## config.mk

```make
export PLATFORM = sky130hd
export DESIGN_NAME = pulse_gate_ctl_flat
export DESIGN_NICKNAME = d
export VERILOG_FILES = /design/src/rtl/pulse_gate_ctl_if.sv /design/src/rtl/pulse_gate_ctl.sv /design/src/flat_wrapper.sv
export SDC_FILE = /design/constraint.sdc
export NUM_CORES = 1
export LEC_CHECK = 0
export BUFFER_PORTS_ARGS = -buffer_cell sky130_fd_sc_hd__buf_2
export CAP_MARGIN = 20
export CORE_AREA = 5 5 89 91
export CTS_BUF_LIST = sky130_fd_sc_hd__clkbuf_16
export DETAILED_ROUTE_END_ITERATION = 8
export DIE_AREA = 0 0 94 96
export GPL_ROUTABILITY_DRIVEN = 0
export HOLD_SLACK_MARGIN = 0.06
export PLACE_DENSITY = 0.63
export SLEW_MARGIN = 20
export SYNTH_ARGS = -nofsm -noshare
export SYNTH_HDL_FRONTEND = slang
export SYNTH_SLANG_ARGS = --single-unit
```

## constraint.sdc

```tcl
create_clock -name i_clk -period 4.57 [get_ports i_clk]
set_input_delay 0.914 -clock i_clk [delete_from_list [all_inputs] [get_ports i_clk]]
set_output_delay 0.914 -clock i_clk [all_outputs]
set_load 0.01 [all_outputs]
```

## src/rtl/pulse_gate_ctl_if.sv

```systemverilog
// Result handshake bundle of pulse_gate_ctl: the measured count and overflow
// flag, qualified by valid/ready.
interface pulse_gate_ctl_if #(
   parameter int CNT_BITS = 16
) ();
   logic                o_valid;
   logic                i_ready;
   logic [CNT_BITS-1:0] o_data;
   logic                o_ovf;

   modport master (output o_valid, output o_data, output o_ovf, input i_ready);
   modport slave  (input o_valid, input o_data, input o_ovf, output i_ready);
endinterface

```

## src/rtl/pulse_gate_ctl.sv

```systemverilog
// Gated pulse-measurement controller: counts rising edges of i_cnt over a window
// of i_window clocks and hands the count over valid/ready. PULSE_GATE_SAT_EN selects saturation.
module pulse_gate_ctl #(
   parameter int CNT_BITS = 16,
   parameter int WIN_BITS = 16
) (
   input  logic                i_clk,
   input  logic                i_rst_n,
   input  logic                i_cnt,
   input  logic [WIN_BITS-1:0] i_window,
   input  logic                i_start,
   input  logic                i_abort,
   output logic                o_busy,
   pulse_gate_ctl_if.master    res
);

   typedef enum logic [1:0] {ST_IDLE, ST_GATE, ST_HOLD} state_t;

   state_t              r_state;
   logic                r_cnt;
   logic [WIN_BITS-1:0] r_rem;
   logic [CNT_BITS-1:0] r_work;
   logic [CNT_BITS-1:0] r_data;
   logic                r_busy;
   logic                r_valid;
`ifdef PULSE_GATE_SAT_EN
   logic                r_sat_ovf;
   logic                r_ovf;
   logic                w_ovf_nxt;
`endif

   logic                w_edge;
   logic                w_accept;
   logic                w_last;
   logic [CNT_BITS-1:0] w_work_nxt;

   assign w_edge   = !r_cnt && i_cnt;
   assign w_last   = (r_rem == WIN_BITS'(1));
   // A result being consumed can restart the gate in the same edge.
   assign w_accept = !i_abort && i_start &&
                     ((r_state == ST_IDLE) || ((r_state == ST_HOLD) && res.i_ready));

   always_comb begin
      w_work_nxt = r_work;
`ifdef PULSE_GATE_SAT_EN
      w_ovf_nxt  = r_sat_ovf;
      if (w_edge) begin
         if (&r_work) w_ovf_nxt  = 1'b1;
         else         w_work_nxt = r_work + CNT_BITS'(1);
      end
`else
      if (w_edge) w_work_nxt = r_work + CNT_BITS'(1);
`endif
   end

   // NOTE: non-blocking assignments for all state; the reset is synchronous, so
   // it is just the first branch inside the clocked block.
   always_ff @(posedge i_clk) begin
      if (!i_rst_n) begin
         r_state   <= ST_IDLE;
         r_cnt     <= 1'b0;
         r_rem     <= '0;
         r_work    <= '0;
         r_data    <= '0;
         r_busy    <= 1'b0;
         r_valid   <= 1'b0;
`ifdef PULSE_GATE_SAT_EN
         r_sat_ovf <= 1'b0;
         r_ovf     <= 1'b0;
`endif
      end else begin
         r_cnt <= i_cnt;
         if (i_abort) begin
            r_state <= ST_IDLE;
            r_busy  <= 1'b0;
            r_valid <= 1'b0;
            r_rem   <= '0;
            r_work  <= '0;
         end else if (w_accept) begin
            r_rem     <= i_window;
            r_work    <= '0;
`ifdef PULSE_GATE_SAT_EN
            r_sat_ovf <= 1'b0;
`endif
            if (i_window == '0) begin
               r_state <= ST_HOLD;
               r_busy  <= 1'b0;
               r_valid <= 1'b1;
               r_data  <= '0;
`ifdef PULSE_GATE_SAT_EN
               r_ovf   <= 1'b0;
`endif
            end else begin
               r_state <= ST_GATE;
               r_busy  <= 1'b1;
               r_valid <= 1'b0;
            end
         end else begin
            case (r_state)
               ST_GATE: begin
                  r_work    <= w_work_nxt;
                  r_rem     <= r_rem - WIN_BITS'(1);
`ifdef PULSE_GATE_SAT_EN
                  r_sat_ovf <= w_ovf_nxt;
`endif
                  if (w_last) begin
                     r_data  <= w_work_nxt;
`ifdef PULSE_GATE_SAT_EN
                     r_ovf   <= w_ovf_nxt;
`endif
                     r_state <= ST_HOLD;
                     r_busy  <= 1'b0;
                     r_valid <= 1'b1;
                  end
               end
               ST_HOLD: begin
                  if (res.i_ready) begin
                     r_state <= ST_IDLE;
                     r_valid <= 1'b0;
                  end
               end
               default: ;
            endcase
         end
      end
   end

   assign o_busy      = r_busy;
   assign res.o_valid = r_valid;
   assign res.o_data  = r_data;
`ifdef PULSE_GATE_SAT_EN
   assign res.o_ovf   = r_ovf;
`else
   assign res.o_ovf   = 1'b0;
`endif

endmodule
```

## src/flat_wrapper.sv

```systemverilog
// flat-port wrapper written by rule: the top's interface ports become plain ports
module pulse_gate_ctl_flat 
#(
   parameter int CNT_BITS = 16,
   parameter int WIN_BITS = 16
)
  (i_clk, i_rst_n, i_cnt, i_window, i_start, i_abort, o_busy, res_o_valid, res_o_data, res_o_ovf, res_i_ready);
  pulse_gate_ctl_if #(.CNT_BITS(CNT_BITS)) res_i ();
  input  logic i_clk;
  input  logic i_rst_n;
  input  logic i_cnt;
  input  logic [WIN_BITS-1:0] i_window;
  input  logic i_start;
  input  logic i_abort;
  output logic o_busy;
  output wire logic [$bits(res_i.o_valid)-1:0] res_o_valid;
  output wire logic [$bits(res_i.o_data)-1:0] res_o_data;
  output wire logic [$bits(res_i.o_ovf)-1:0] res_o_ovf;
  input wire logic [$bits(res_i.i_ready)-1:0] res_i_ready;
  assign res_o_valid = res_i.o_valid;
  assign res_o_data = res_i.o_data;
  assign res_o_ovf = res_i.o_ovf;
  assign res_i.i_ready = res_i_ready;
  pulse_gate_ctl #(.CNT_BITS(CNT_BITS), .WIN_BITS(WIN_BITS)) u_core (.i_clk(i_clk), .i_rst_n(i_rst_n), .i_cnt(i_cnt), .i_window(i_window), .i_start(i_start), .i_abort(i_abort), .o_busy(o_busy), .res(res_i));
endmodule
```

==> results of run 1 <==
-- cell usage in the layout (no fill, tap or decap), drive strengths merged, types with 2 or more instances in the layout --
cell | Yosys | layout
dfxtp | 52 | 52
nor2 | 43 | 43
buf | 5 | 40
xor2 | 33 | 33
nand2 | 23 | 23
nand3 | 21 | 21
a211oi | 16 | 16
nor4 | 11 | 11
xnor2 | 10 | 10
inv | 8 | 10
a22oi | 9 | 9
o21ai | 7 | 7
ha | 6 | 6
nand4 | 5 | 5
nor3 | 5 | 5
a21oi | 5 | 5
clkbuf | 14 | 5
nand3b | 4 | 4
and2 | 4 | 4
nand2b | 4 | 4
nand4b | 2 | 2
and4b | 2 | 2
and4 | 2 | 2
-- worst max-delay path, stage by stage, from the launching register on --
cell and delay, ns:
dfxtp_1 0.34, inv_1 0.08, ha_1 0.83, nand2b_4 0.08, or4_4 0.48, or3_1 0.33, a311oi_1 0.27
-- layout make-up --
type                    instances  area [um2]
clock buffers                   5         125
clock inverters                 3        26.3
fillers                       744        3970
inverters                       8        30.0
multi-input cells             230        1540
flip-flops and latches         52        1040
well taps                      99         124
repair buffers                 40         203
-- power breakdown --
part	internal (mW)	switching, mW
sequential	0.460	0.00853
clock	0.208	0.181
combinational	0.0298	0.0424
-- metal layers --
| metal | part of all wire, % | up-vias | global-route usage (%) |
|---|---|---|---|
| met5 | 0 | - | 0 |
| met2 | 46 | 34 | 22.9 |
| met3 | 4.2 | 10 | 3.36 |
| met1 | 48 | 1017 | 17.7 |
| met4 | 1.4 | 0 | 4.69 |
| li1 | - | 1134 | - |
-- cell families (layout without fill, tap and decap cells) --
kind of cell    after synthesis  count (layout)
simple gates                135             135
flops                        52              52
compound gates               44              44
xor+xnor                     43              43
buf+inv                      27              56
fa+ha+maj                     6               6
other cells                   1               1
mux                           1               1
-- worst min-delay path by stage --
stage	from	end	slack (ns)	cells past startpoint
finish	u_core.res.o_data[1]$_SDFFE_PN0P_	u_core.res.o_data[1]$_SDFFE_PN0P_	0.47	2
global route	u_core.res.o_data[1]$_SDFFE_PN0P_	u_core.res.o_data[1]$_SDFFE_PN0P_	0.50	2
CTS	u_core.res.o_data[1]$_SDFFE_PN0P_	u_core.res.o_data[1]$_SDFFE_PN0P_	0.47	2
detailed placement	u_core.res.o_data[1]$_SDFFE_PN0P_	u_core.res.o_data[1]$_SDFFE_PN0P_	0.46	2
global placement	u_core.res.o_data[15]$_SDFFE_PN0P_	u_core.res.o_data[15]$_SDFFE_PN0P_	0.46	2
floorplan	u_core.r_state[0]$_SDFFE_PP0P_	u_core.r_state[0]$_SDFFE_PP0P_	0.46	2
-- stage by stage --
stage	utilization (%)	power [mW]
after floorplan	-	0.528
after global placement	41.7	0.550
after detailed placement	41.7	0.551
after CTS	43.8	0.937
after global routing	43.8	0.967
final	43.8	0.930
-- registers in the layout, summed over array words and instances (netlist names) --
register / count
u_core.res.o_valid: 1
u_core.res.o_data: 16
u_core.r_state: 1
u_core.o_busy: 1
u_core.r_work: 16
u_core.r_cnt: 1
u_core.r_rem: 16
==> summary.md, run 1 <==
| Metric | Value |
|---|---|
| Mux contribution to synthesized area | `0.370%` |
| Antenna-violating nets left | `0` |
| Type of the most critical hold path | `register to register` |
| Cell Rows | `31` |
| Warnings, synthesis | `0` |
| Type of the setup path with the least slack | `register to register` |
| Reg-to-reg setup timing slack | `2.04 ns` |
| Antenna violations before repair | `0` |
| Hold slack | `0.471 ns` |
| Pin count of the biggest net entering global routing | `37` |
| Number of input and output port buffers inserted | `39` |
| N_diodes | `0` |
| Area enclosed by the die boundary | `0.00902 mm2` |
| Pins Over Slew Limit | `0` |
| CP Capture Type | `register` |
| Main synth FF type | `dfxtp_1` |
| Source-to-sink clock delay at the later pin of the worst-skew pair | `0.29 ns` |
| Clock tree from TritonCTS | `yes` |
| Critical Path Start Type | `register` |
| Mean number of vias per cell | `5.02` |
| Via count of the first global-routing pass | `2,111` |
| Inserted Clock Buffers | `5` |
| Ratio of final minimum period to clock period | `55.4%` |
| Clock slew at the register clock pins of the worst setup and hold paths | `0.07 ns` |
| Required time reported for the critical path endpoint | `4.76 ns` |
| Master cell of the clock root buffer | `clkbuf_16` |
| Post-synthesis instance area | `0.00270 mm2` |
| Growth of design area from synthesis to finish | `14.4%` |
| Share of Yosys cell area claimed by the top area cell type | `38.5%` |
| Source of the critical timing path | `u_core.res.o_valid$_SDFFE_PP0P_` |
| Max FO, Critical Path | `26` |
| Initial DRC Count | `70` |
| Max Cap Violations | `0` |
| Synthesized instance count | `309` |
| GRT Resource Usage Total | `13.9%` |
| Total wirelength of the detailed-routed design | `5960 um` |
| Adder-Cell Fraction of Synth Area | `2.78%` |
| Post-synthesis share of cell area spent on xor and xnor gates | `13.9%` |
| Most frequent cell after synthesis | `dfxtp_1` |
| Fin area | `0.00309 mm2` |
| Number of enable flip-flop cells after synthesis | `0` |
| Buffers inserted during post-CTS setup optimization | `0` |
| Top cells by area, synth | `dfxtp_1, xor2_1, nor2_1` |
| Compound-Gate Fraction of Synth Area | `11.8%` |
| Yosys cell types | `50` |
| Starting Density | `38.3%` |
| Layout cells sized above 1 | `18.6%` |
| Worst-case setup slack after placement | `1.84 ns` |
| Setup repair after global routing missed its margin | `no` |
| Post-route insts no fill | `437` |
| Outcome | `complete, no violations` |
| Number of iterations in the first detailed-routing pass | `4` |
| Worst R2R End | `u_core.r_rem[5]$_SDFFE_PP0P_` |
| Worst setup skew after layout | `0.00692 ns` |
| Worst Path Arrival | `2.72 ns` |
| Placement Cell Area | `0.00294 mm2` |
| Max Clk Rate | `0.395 GHz` |
| Total gr overflow | `0` |
| Cell taking the most area after synthesis | `dfxtp_1` |
| Register bit total from synthesis | `52` |
| First-pass GRT wire length | `9920 um` |
| Synth Area in Simple Gates | `28.1%` |
| Sequential share of the synthesized area | `38.5%` |
| Routed wirelength normalized by instance count | `13.6 um` |
| Mean area per synthesized cell | `8.75 um2` |
| Setup WS post-layout | `2.04 ns` |
| Detailed-placement wirelength estimate | `4310 um` |
| Final Setup Violations | `0` |
| Core region area | `0.00706 mm2` |
| Peak VDD IR | `147 uV` |
| Share of synthesized flip-flops with an asynchronous set or reset | `0%` |
| Leak | `1.16 nW` |
| Sink Count | `52` |
| Final routed DRC violation total | `0` |
| Post-synthesis net count | `337` |
| Power density of the placed cells | `301 mW/mm2` |
| Most frequent cells after synthesis | `dfxtp_1, nor2_1, xor2_1, nand2_1, nand3_1` |
| Maximum level of the CTS H-tree | `2` |
| Final-layout setup total negative slack | `0 ns` |
| Max clock buf depth | `2` |
| Post-cts repair resize count | `0` |
| Top-level port count | `41` |
| Transition at the pin with the smallest max-transition slack | `1.02 ns` |
| Nets@finish | `365` |
| Worst slew slack as a fraction of its limit | `32.1%` |
| Crit path to | `u_core.r_rem[5]$_SDFFE_PP0P_` |
| Number of vias in the routed layout | `2,195` |
| Largest family of logic cells by synthesized area | `simple AND/OR/NAND/NOR gates` |
| Chip height | `96 um` |
| Worst r2r src | `u_core.res.o_valid$_SDFFE_PP0P_` |
| Horiz. Die Dim | `94 um` |
| Number of endpoints with negative hold slack in the final report | `0` |
| Post-placement cell count | `429` |
| Path depth of the worst reg2reg path | `6` |
| Post-route minimum period | `2.53 ns` |
| Number of buffers inserted by hold repair at cts | `0` |
No activity file was read; power rests on OpenSTA's default activity.
==> run 2: changes to the inputs <==
--- a/config.mk
+++ b/config.mk
@@ -13,7 +13,7 @@
 export DIE_AREA = 0 0 94 96
 export GPL_ROUTABILITY_DRIVEN = 0
 export HOLD_SLACK_MARGIN = 0.06
-export PLACE_DENSITY = 0.63
+export PLACE_DENSITY = 0.65
 export SLEW_MARGIN = 20
 export SYNTH_ARGS = -nofsm -noshare
 export SYNTH_HDL_FRONTEND = slang
==> constraint.sdc (replaced) <==
create_clock -name i_clk -period 2.1 [get_ports i_clk]
set_input_delay 0.42 -clock i_clk [delete_from_list [all_inputs] [get_ports i_clk]]
set_output_delay 0.42 -clock i_clk [all_outputs]
set_load 0.01 [all_outputs]
==> summary.md, run 2 (synthesis gave the netlist of run 1 again) <==
| Metric | Value |
|---|---|
| Post-route insts no fill | `441 (was 437)` |
| Sink Count | `52 (unchanged)` |
| Clock slew at the register clock pins of the worst setup and hold paths | `0.07 ns (about the same)` |
| Final Setup Violations | `0 (unchanged)` |
| Flop pwr share | `51.3% (was 50.4%)` |
| Nets@finish | `369 (was 365)` |
| Most frequent standard cell in the layout excluding fill and tap cells | `dfxtp_1 (unchanged)` |
| Area enclosed by the die boundary | `0.00902 mm2 (unchanged)` |
| Chip height | `96 um (unchanged)` |
| Source-to-sink clock delay at the later pin of the worst-skew pair | `0.29 ns (about the same)` |
| N_diodes | `0 (unchanged)` |
| First-pass GRT wire length | `10,200 um (was 9920 um)` |
| Worst R2R End | `u_core.r_rem[5]$_SDFFE_PP0P_ (unchanged)` |
| Pins Over Slew Limit | `0 (unchanged)` |
| Clock tree from TritonCTS | `yes (unchanged)` |
| Max FO, Critical Path | `5 (was 26)` |
| Routed wirelength normalized by instance count | `13.4 um (was 13.6 um)` |
| Peak VDD IR | `450 uV (was 147 uV)` |
| Reg-to-reg setup timing slack | `0.15 ns (was 2.04 ns)` |
| Power density of the placed cells | `635 mW/mm2 (was 301 mW/mm2)` |
| Total wirelength of the detailed-routed design | `5910 um (was 5960 um)` |
| Combinational fraction of design power | `8.2% (was 7.8%)` |
| Number of input and output port buffers inserted | `39 (unchanged)` |
| Max Cap Violations | `0 (unchanged)` |
| Post-route minimum period | `1.95 ns (was 2.53 ns)` |
| Top-level port count | `41 (unchanged)` |
| Register cell area after layout | `0.00104 mm2 (unchanged)` |
| Clock network fraction of design power | `40.5% (was 41.9%)` |
| M2 GR Usage | `22.8% (was 22.9%)` |
| Layout cells sized above 1 | `19.9% (was 18.6%)` |
| Worst Path Arrival | `2.14 ns (was 2.72 ns)` |
| Critical Path Start Type | `register (unchanged)` |
| Cell Int Power | `1.51 mW (was 0.698 mW)` |
| Final routed DRC violation total | `0 (unchanged)` |
| Type of the most critical hold path | `input port to register (was register to register)` |
| Final-layout setup total negative slack | `0 ns (unchanged)` |
| Worst setup skew after layout | `0.00972 ns (was 0.00692 ns)` |
| Cell type of the slowest stage on the worst timing path | `or4_4 (was ha_1)` |
| Max Clk Rate | `0.512 GHz (was 0.395 GHz)` |
| Outcome | `complete, no violations (unchanged)` |
| Master cell of the clock root buffer | `clkbuf_16 (unchanged)` |
| Setup repair after global routing missed its margin | `no (unchanged)` |
| Worst r2r src | `u_core.res.o_valid$_SDFFE_PP0P_ (unchanged)` |
| Crit path to | `u_core.r_rem[5]$_SDFFE_PP0P_ (unchanged)` |
| Max clock buf depth | `2 (unchanged)` |
| Maximum level of the CTS H-tree | `2 (unchanged)` |
| Transition at the pin with the smallest max-transition slack | `0.654 ns (was 1.02 ns)` |
| Core region area | `0.00706 mm2 (unchanged)` |
| CP Capture Type | `register (unchanged)` |
| Pin count of the biggest net entering global routing | `35 (was 37)` |
| Initial DRC Count | `80 (was 70)` |
| Path depth of the worst reg2reg path | `6 (unchanged)` |
| Via count of the first global-routing pass | `2,160 (was 2,111)` |
| Number of vias in the routed layout | `2,264 (was 2,195)` |
| Slowest Stage Delay on Critical Path | `0.46 ns (was 0.83 ns)` |
| Inserted Clock Buffers | `5 (unchanged)` |
| Type of the setup path with the least slack | `register to register (unchanged)` |
| Horiz. Die Dim | `94 um (unchanged)` |
| Cell Rows | `31 (unchanged)` |
| Global-route track usage on met1 | `19.0% (was 17.7%)` |
| Source of the critical timing path | `u_core.res.o_valid$_SDFFE_PP0P_ (unchanged)` |
| Mean number of vias per cell | `5.13 (was 5.02)` |
| Detailed-placement wirelength estimate | `4230 um (was 4310 um)` |
| Met3 global-route usage | `3.05% (was 3.36%)` |
| Switching power | `0.482 mW (was 0.232 mW)` |
| Starting Density | `38.3% (unchanged)` |
| Area of combinational cells with multiple inputs | `0.00156 mm2 (was 0.00154 mm2)` |
| Antenna violations before repair | `0 (unchanged)` |
| Number of iterations in the first detailed-routing pass | `4 (unchanged)` |
| Antenna-violating nets left | `0 (unchanged)` |
| Count of fill cells added during filler insertion | `706 (was 744)` |
| Leak | `1.18 nW (was 1.16 nW)` |
| Required time reported for the critical path endpoint | `2.29 ns (was 4.76 ns)` |
| Number of endpoints with negative hold slack in the final report | `0 (unchanged)` |
| Most used cells in the layout excluding fill and tap cells | `dfxtp_1, nor2_1, buf_2 (unchanged)` |
| Ratio of final minimum period to clock period | `93.0% (was 55.4%)` |
| Critical Path, Cell by Cell | `inv_1 -> ha_1 -> nand2b_4 -> or4_4 -> or3_1 -> a311oi_1 (unchanged)` |
| Final design utilization | `44.4% (was 43.8%)` |
| Growth of design area from synthesis to finish | `15.9% (was 14.4%)` |
| Post-placement cell count | `433 (was 429)` |
| Total gr overflow | `0 (unchanged)` |
| Worst slew slack as a fraction of its limit | `56.4% (was 32.1%)` |
| GRT Resource Usage Total | `14.1% (was 13.9%)` |
| Switching share of power | `24.2% (was 24.9%)` |
| Busiest metal layer after global routing | `met2 (unchanged)` |
run 2: cell types whose count changed in the layout (fill, tap and decap cells not counted), sizes merged:
cell and delta:
inv -2, buf +4, clkinvlp +2
run 2: per-stage QoR:
| step | worst slack [ns] | cell area (um2) | total power [mW] | hold slack (ns) |
|---|---|---|---|---|
| 4_1_cts | 0.0570 | 3120 | 2.01 | 0.378 |
| 5_1_grt | 0.0447 | 3130 | 2.08 | 0.419 |
| 3_5_place_dp | 0.0711 | 2970 | 1.20 | 0.465 |
| 3_3_place_gp | 0.158 | 2970 | 1.20 | 0.462 |
| 2_1_floorplan | 0.276 | 2700 | 1.15 | 0.465 |
| 6_report | 0.147 | 3130 | 1.99 | 0.385 |
run 2: metal layers:
layer / up-vias / share of wire (%) / wire length [um]
met5: - / 0 / 0
met4: 0 / 1.0 / 59
met3: 6 / 4.1 / 242
met2: 45 / 46 / 2720
met1: 1073 / 49 / 2890
li1: 1140 / - / -
run 2: worst min-delay path by stage:
stage / slack [ns] / start / to / cells past startpoint
after detailed placement: 0.46 / u_core.res.o_data[9]$_SDFFE_PN0P_ / u_core.res.o_data[9]$_SDFFE_PN0P_ / 2
final: 0.39 / i_cnt / u_core.r_cnt$_SDFF_PN0_ / 2
after global placement: 0.46 / u_core.res.o_data[9]$_SDFFE_PN0P_ / u_core.res.o_data[9]$_SDFFE_PN0P_ / 2
after global routing: 0.42 / i_cnt / u_core.r_cnt$_SDFF_PN0_ / 2
after CTS: 0.38 / i_cnt / u_core.r_cnt$_SDFF_PN0_ / 2
after floorplan: 0.46 / u_core.r_state[0]$_SDFFE_PP0P_ / u_core.r_state[0]$_SDFFE_PP0P_ / 2
run 2: repair_timing:
action | in CTS | in global routing
hold buffers | 0 | 0
buffers inserted | 0 | 0
resized for setup | 0 | 3
setup endpoints to repair | 0 | 15
endpoints found under the hold margin | 0 | 0
run 2: area by class of cell:
type	count	area share [%]
clock buffer	5	3.99
clock inverter	3	0.599
tap	99	3.95
timing repair buffer	44	7.43
multi-input combinational	230	49.8
sequential	52	33.2
inverter	8	0.958
run 2: power by group through the flow:
stage / Clock, mW / Sequential, mW / Combinational, mW
5_1_grt: 0.875 / 1.02 / 0.184
6_report: 0.806 / 1.02 / 0.163
3_5_place_dp: 0 / 1.04 / 0.161
2_1_floorplan: 0 / 1.04 / 0.110
4_1_cts: 0.832 / 1.02 / 0.162
3_3_place_gp: 0 / 1.04 / 0.161
run 2: worst max-delay path: cells and delay by family (launching register included):
kind,cells,cell delay (ns)
fa+ha+maj,1,0.29
flops,1,0.34
compound gates,1,0.28
simple gates,3,0.86
buf+inv,1,0.08
==> run 3: changes to the inputs <==
--- a/config.mk
+++ b/config.mk
@@ -7,13 +7,13 @@
 export LEC_CHECK = 0
 export BUFFER_PORTS_ARGS = -buffer_cell sky130_fd_sc_hd__buf_2
 export CAP_MARGIN = 20
-export CORE_AREA = 5 5 89 91
+export CORE_AREA = 5 5 84 86
 export CTS_BUF_LIST = sky130_fd_sc_hd__clkbuf_16
 export DETAILED_ROUTE_END_ITERATION = 8
-export DIE_AREA = 0 0 94 96
+export DIE_AREA = 0 0 89 91
 export GPL_ROUTABILITY_DRIVEN = 0
 export HOLD_SLACK_MARGIN = 0.06
-export PLACE_DENSITY = 0.65
+export PLACE_DENSITY = 0.72
 export SLEW_MARGIN = 20
 export SYNTH_ARGS = -nofsm -noshare
 export SYNTH_HDL_FRONTEND = slang
==> constraint.sdc (replaced) <==
create_clock -name i_clk -period 2.1 [get_ports i_clk]
set_input_delay 0.42 -clock i_clk [delete_from_list [all_inputs] [get_ports i_clk]]
set_output_delay 0.42 -clock i_clk [all_outputs]
set_load 0.1 [all_outputs]
==> summary.md, run 3 (synthesis gave the netlist of run 1 again) <==
| Metric | Value |
|---|---|
| Outcome | `complete, no violations (unchanged)` |
| Pins Over Slew Limit | `0 (unchanged)` |
| Fin area | `0.00312 mm2 (was 0.00313 mm2)` |
| Most frequent standard cell in the layout excluding fill and tap cells | `dfxtp_1 (unchanged)` |
| Sink Count | `52 (unchanged)` |
| Worst setup skew after layout | `0.00407 ns (was 0.00972 ns)` |
| Detailed-placement wirelength estimate | `4250 um (was 4230 um)` |
| Power density of the placed cells | `643 mW/mm2 (was 635 mW/mm2)` |
| Transition at the pin with the smallest max-transition slack | `0.668 ns (was 0.654 ns)` |
| Max FO, Critical Path | `10 (was 5)` |
| Inserted Clock Buffers | `5 (unchanged)` |
| Number of buffers and inverters on the critical path | `0 (was 1)` |
| Total gr overflow | `0 (unchanged)` |
| Layout cells sized above 1 | `20.4% (was 19.9%)` |
| Post-route minimum period | `1.94 ns (was 1.95 ns)` |
| Source-to-sink clock delay at the later pin of the worst-skew pair | `0.29 ns (about the same)` |
| Starting Density | `43.6% (was 38.3%)` |
| Master cell of the clock root buffer | `clkbuf_16 (unchanged)` |
| Mean number of vias per cell | `5.33 (was 5.13)` |
| Post-cts repair resize count | `0 (unchanged)` |
| Max clock buf depth | `2 (unchanged)` |
| Via count of the first global-routing pass | `2,135 (was 2,160)` |
| Nets@finish | `370 (was 369)` |
| Number of input and output port buffers inserted | `39 (unchanged)` |
| Most used cells in the layout excluding fill and tap cells | `dfxtp_1, nor2_1, buf_2 (unchanged)` |
| Antenna-violating nets left | `0 (unchanged)` |
| Final Setup Violations | `0 (unchanged)` |
| Max Cap Violations | `0 (unchanged)` |
| Growth of design area from synthesis to finish | `15.3% (was 15.9%)` |
| Setup repair after global routing missed its margin | `no (unchanged)` |
| Maximum level of the CTS H-tree | `2 (unchanged)` |
| Pin count of the biggest net entering global routing | `35 (unchanged)` |
| Clock tree from TritonCTS | `yes (unchanged)` |
| Chip height | `91 um (was 96 um)` |
| Critical Path, Cell by Cell | `ha_1 -> nor4b_1 -> and4_2 -> and4b_2 -> nand2b_1 -> a21oi_1 (was inv_1 -> ha_1 -> nand2b_4 -> or4_4 -> or3_1 -> a311oi_1)` |
| Cell Rows | `29 (was 31)` |
| Number of endpoints with negative hold slack in the final report | `0 (unchanged)` |
| Leak | `1.19 nW (was 1.18 nW)` |
| Clock slew at the register clock pins of the worst setup and hold paths | `0.07 ns (about the same)` |
| Cell type of the slowest stage on the worst timing path | `dfxtp_1 (was or4_4)` |
| GRT Resource Usage Total | `15.2% (was 14.1%)` |
| Horiz. Die Dim | `89 um (was 94 um)` |
| Reg-to-reg setup timing slack | `0.16 ns (was 0.15 ns)` |
| Ratio of final minimum period to clock period | `92.2% (was 93.0%)` |
| Placement Cell Area | `0.00296 mm2 (was 0.00297 mm2)` |
| Total wirelength of the detailed-routed design | `5990 um (was 5910 um)` |
| Routed wirelength normalized by instance count | `14.3 um (was 13.4 um)` |
| Final routed DRC violation total | `0 (unchanged)` |
| N_diodes | `0 (unchanged)` |
| Type of the setup path with the least slack | `register to register (unchanged)` |
| Top-level port count | `41 (unchanged)` |
| Number of iterations in the first detailed-routing pass | `4 (unchanged)` |
| Number of buffers inserted by hold repair at cts | `0 (unchanged)` |
| Buffers inserted during post-CTS setup optimization | `0 (unchanged)` |
| First-pass GRT wire length | `9760 um (was 10,200 um)` |
| Number of vias in the routed layout | `2,237 (was 2,264)` |
| Final-layout setup total negative slack | `0 ns (unchanged)` |
| Slowest Stage Delay on Critical Path | `0.44 ns (was 0.46 ns)` |
| Required time reported for the critical path endpoint | `2.32 ns (was 2.29 ns)` |
| Max Clk Rate | `0.516 GHz (was 0.512 GHz)` |
| Final design utilization | `50.2% (was 44.4%)` |
| Post-layout total power | `2.00 mW (was 1.99 mW)` |
| Core region area | `0.00620 mm2 (was 0.00706 mm2)` |
| Antenna violations before repair | `0 (unchanged)` |
| Type of the most critical hold path | `input port to register (unchanged)` |
| Worst Path Arrival | `2.16 ns (was 2.14 ns)` |
| Area enclosed by the die boundary | `0.00810 mm2 (was 0.00902 mm2)` |
| Cell family contributing the most delay on the critical path | `simple AND/OR/NAND/NOR gates (unchanged)` |
| Peak VDD IR | `338 uV (was 450 uV)` |
| Critical Path Start Type | `register (unchanged)` |
| Worst slew slack as a fraction of its limit | `55.4% (was 56.4%)` |
| CP Capture Type | `register (unchanged)` |
| Initial DRC Count | `112 (was 80)` |
run 3: cell types whose count changed in the layout (fill, tap and decap cells not counted), sizes merged:
cell	previous run	this run
inv	8	9
clkinvlp	2	1
buf	44	45
run 3: worst paths after layout:
kind | startpoint | to | cells past startpoint
setup / recovery | u_core.r_rem[0]$_SDFFE_PP0P_ | u_core.res.o_data[1]$_SDFFE_PN0P_ | 6
hold / removal | i_cnt | u_core.r_cnt$_SDFF_PN0_ | 2
setup reg to reg | u_core.r_rem[0]$_SDFFE_PP0P_ | u_core.res.o_data[1]$_SDFFE_PN0P_ | 6
hold reg to reg | u_core.res.o_data[15]$_SDFFE_PN0P_ | u_core.res.o_data[15]$_SDFFE_PN0P_ | 2
run 3: layout make-up:
class	count	area (um2)
timing repair buffer	45	240
clock inverter	3	17.5
clock buffer	5	125
tap	77	96.3
multi-input combinational	230	1560
fill	605	3090
inverter	8	30.0
sequential	52	1040
run 3: metrics by stage:
step	cells	setup WS [ns]	hold slack, ns
after detailed placement	412	0.0403	0.465
after global routing	420	0.0208	0.400
after CTS	420	0.0207	0.385
after floorplan	309	0.141	0.465
final	420	0.164	0.392
after global placement	412	0.162	0.462
run 3: report_power, final:
part | switching, mW | internal, mW | leakage (nW)
sequential | 0.0183 | 1.00 | 0.421
clock | 0.365 | 0.439 | 0.0678
combinational | 0.110 | 0.0690 | 0.700
total | 0.494 | 1.51 | 1.19
run 3: metal layers:
layer / wire length (um) / share of wire, % / track usage [%] / vias up
li1: - / - / - / 1138
met1: 2760 / 46 / 19.6 / 1039
met2: 2860 / 48 / 24.5 / 52
met3: 285 / 4.8 / 3.35 / 8
met4: 86 / 1.4 / 6.20 / 0
met5: 0 / 0 / 0 / -
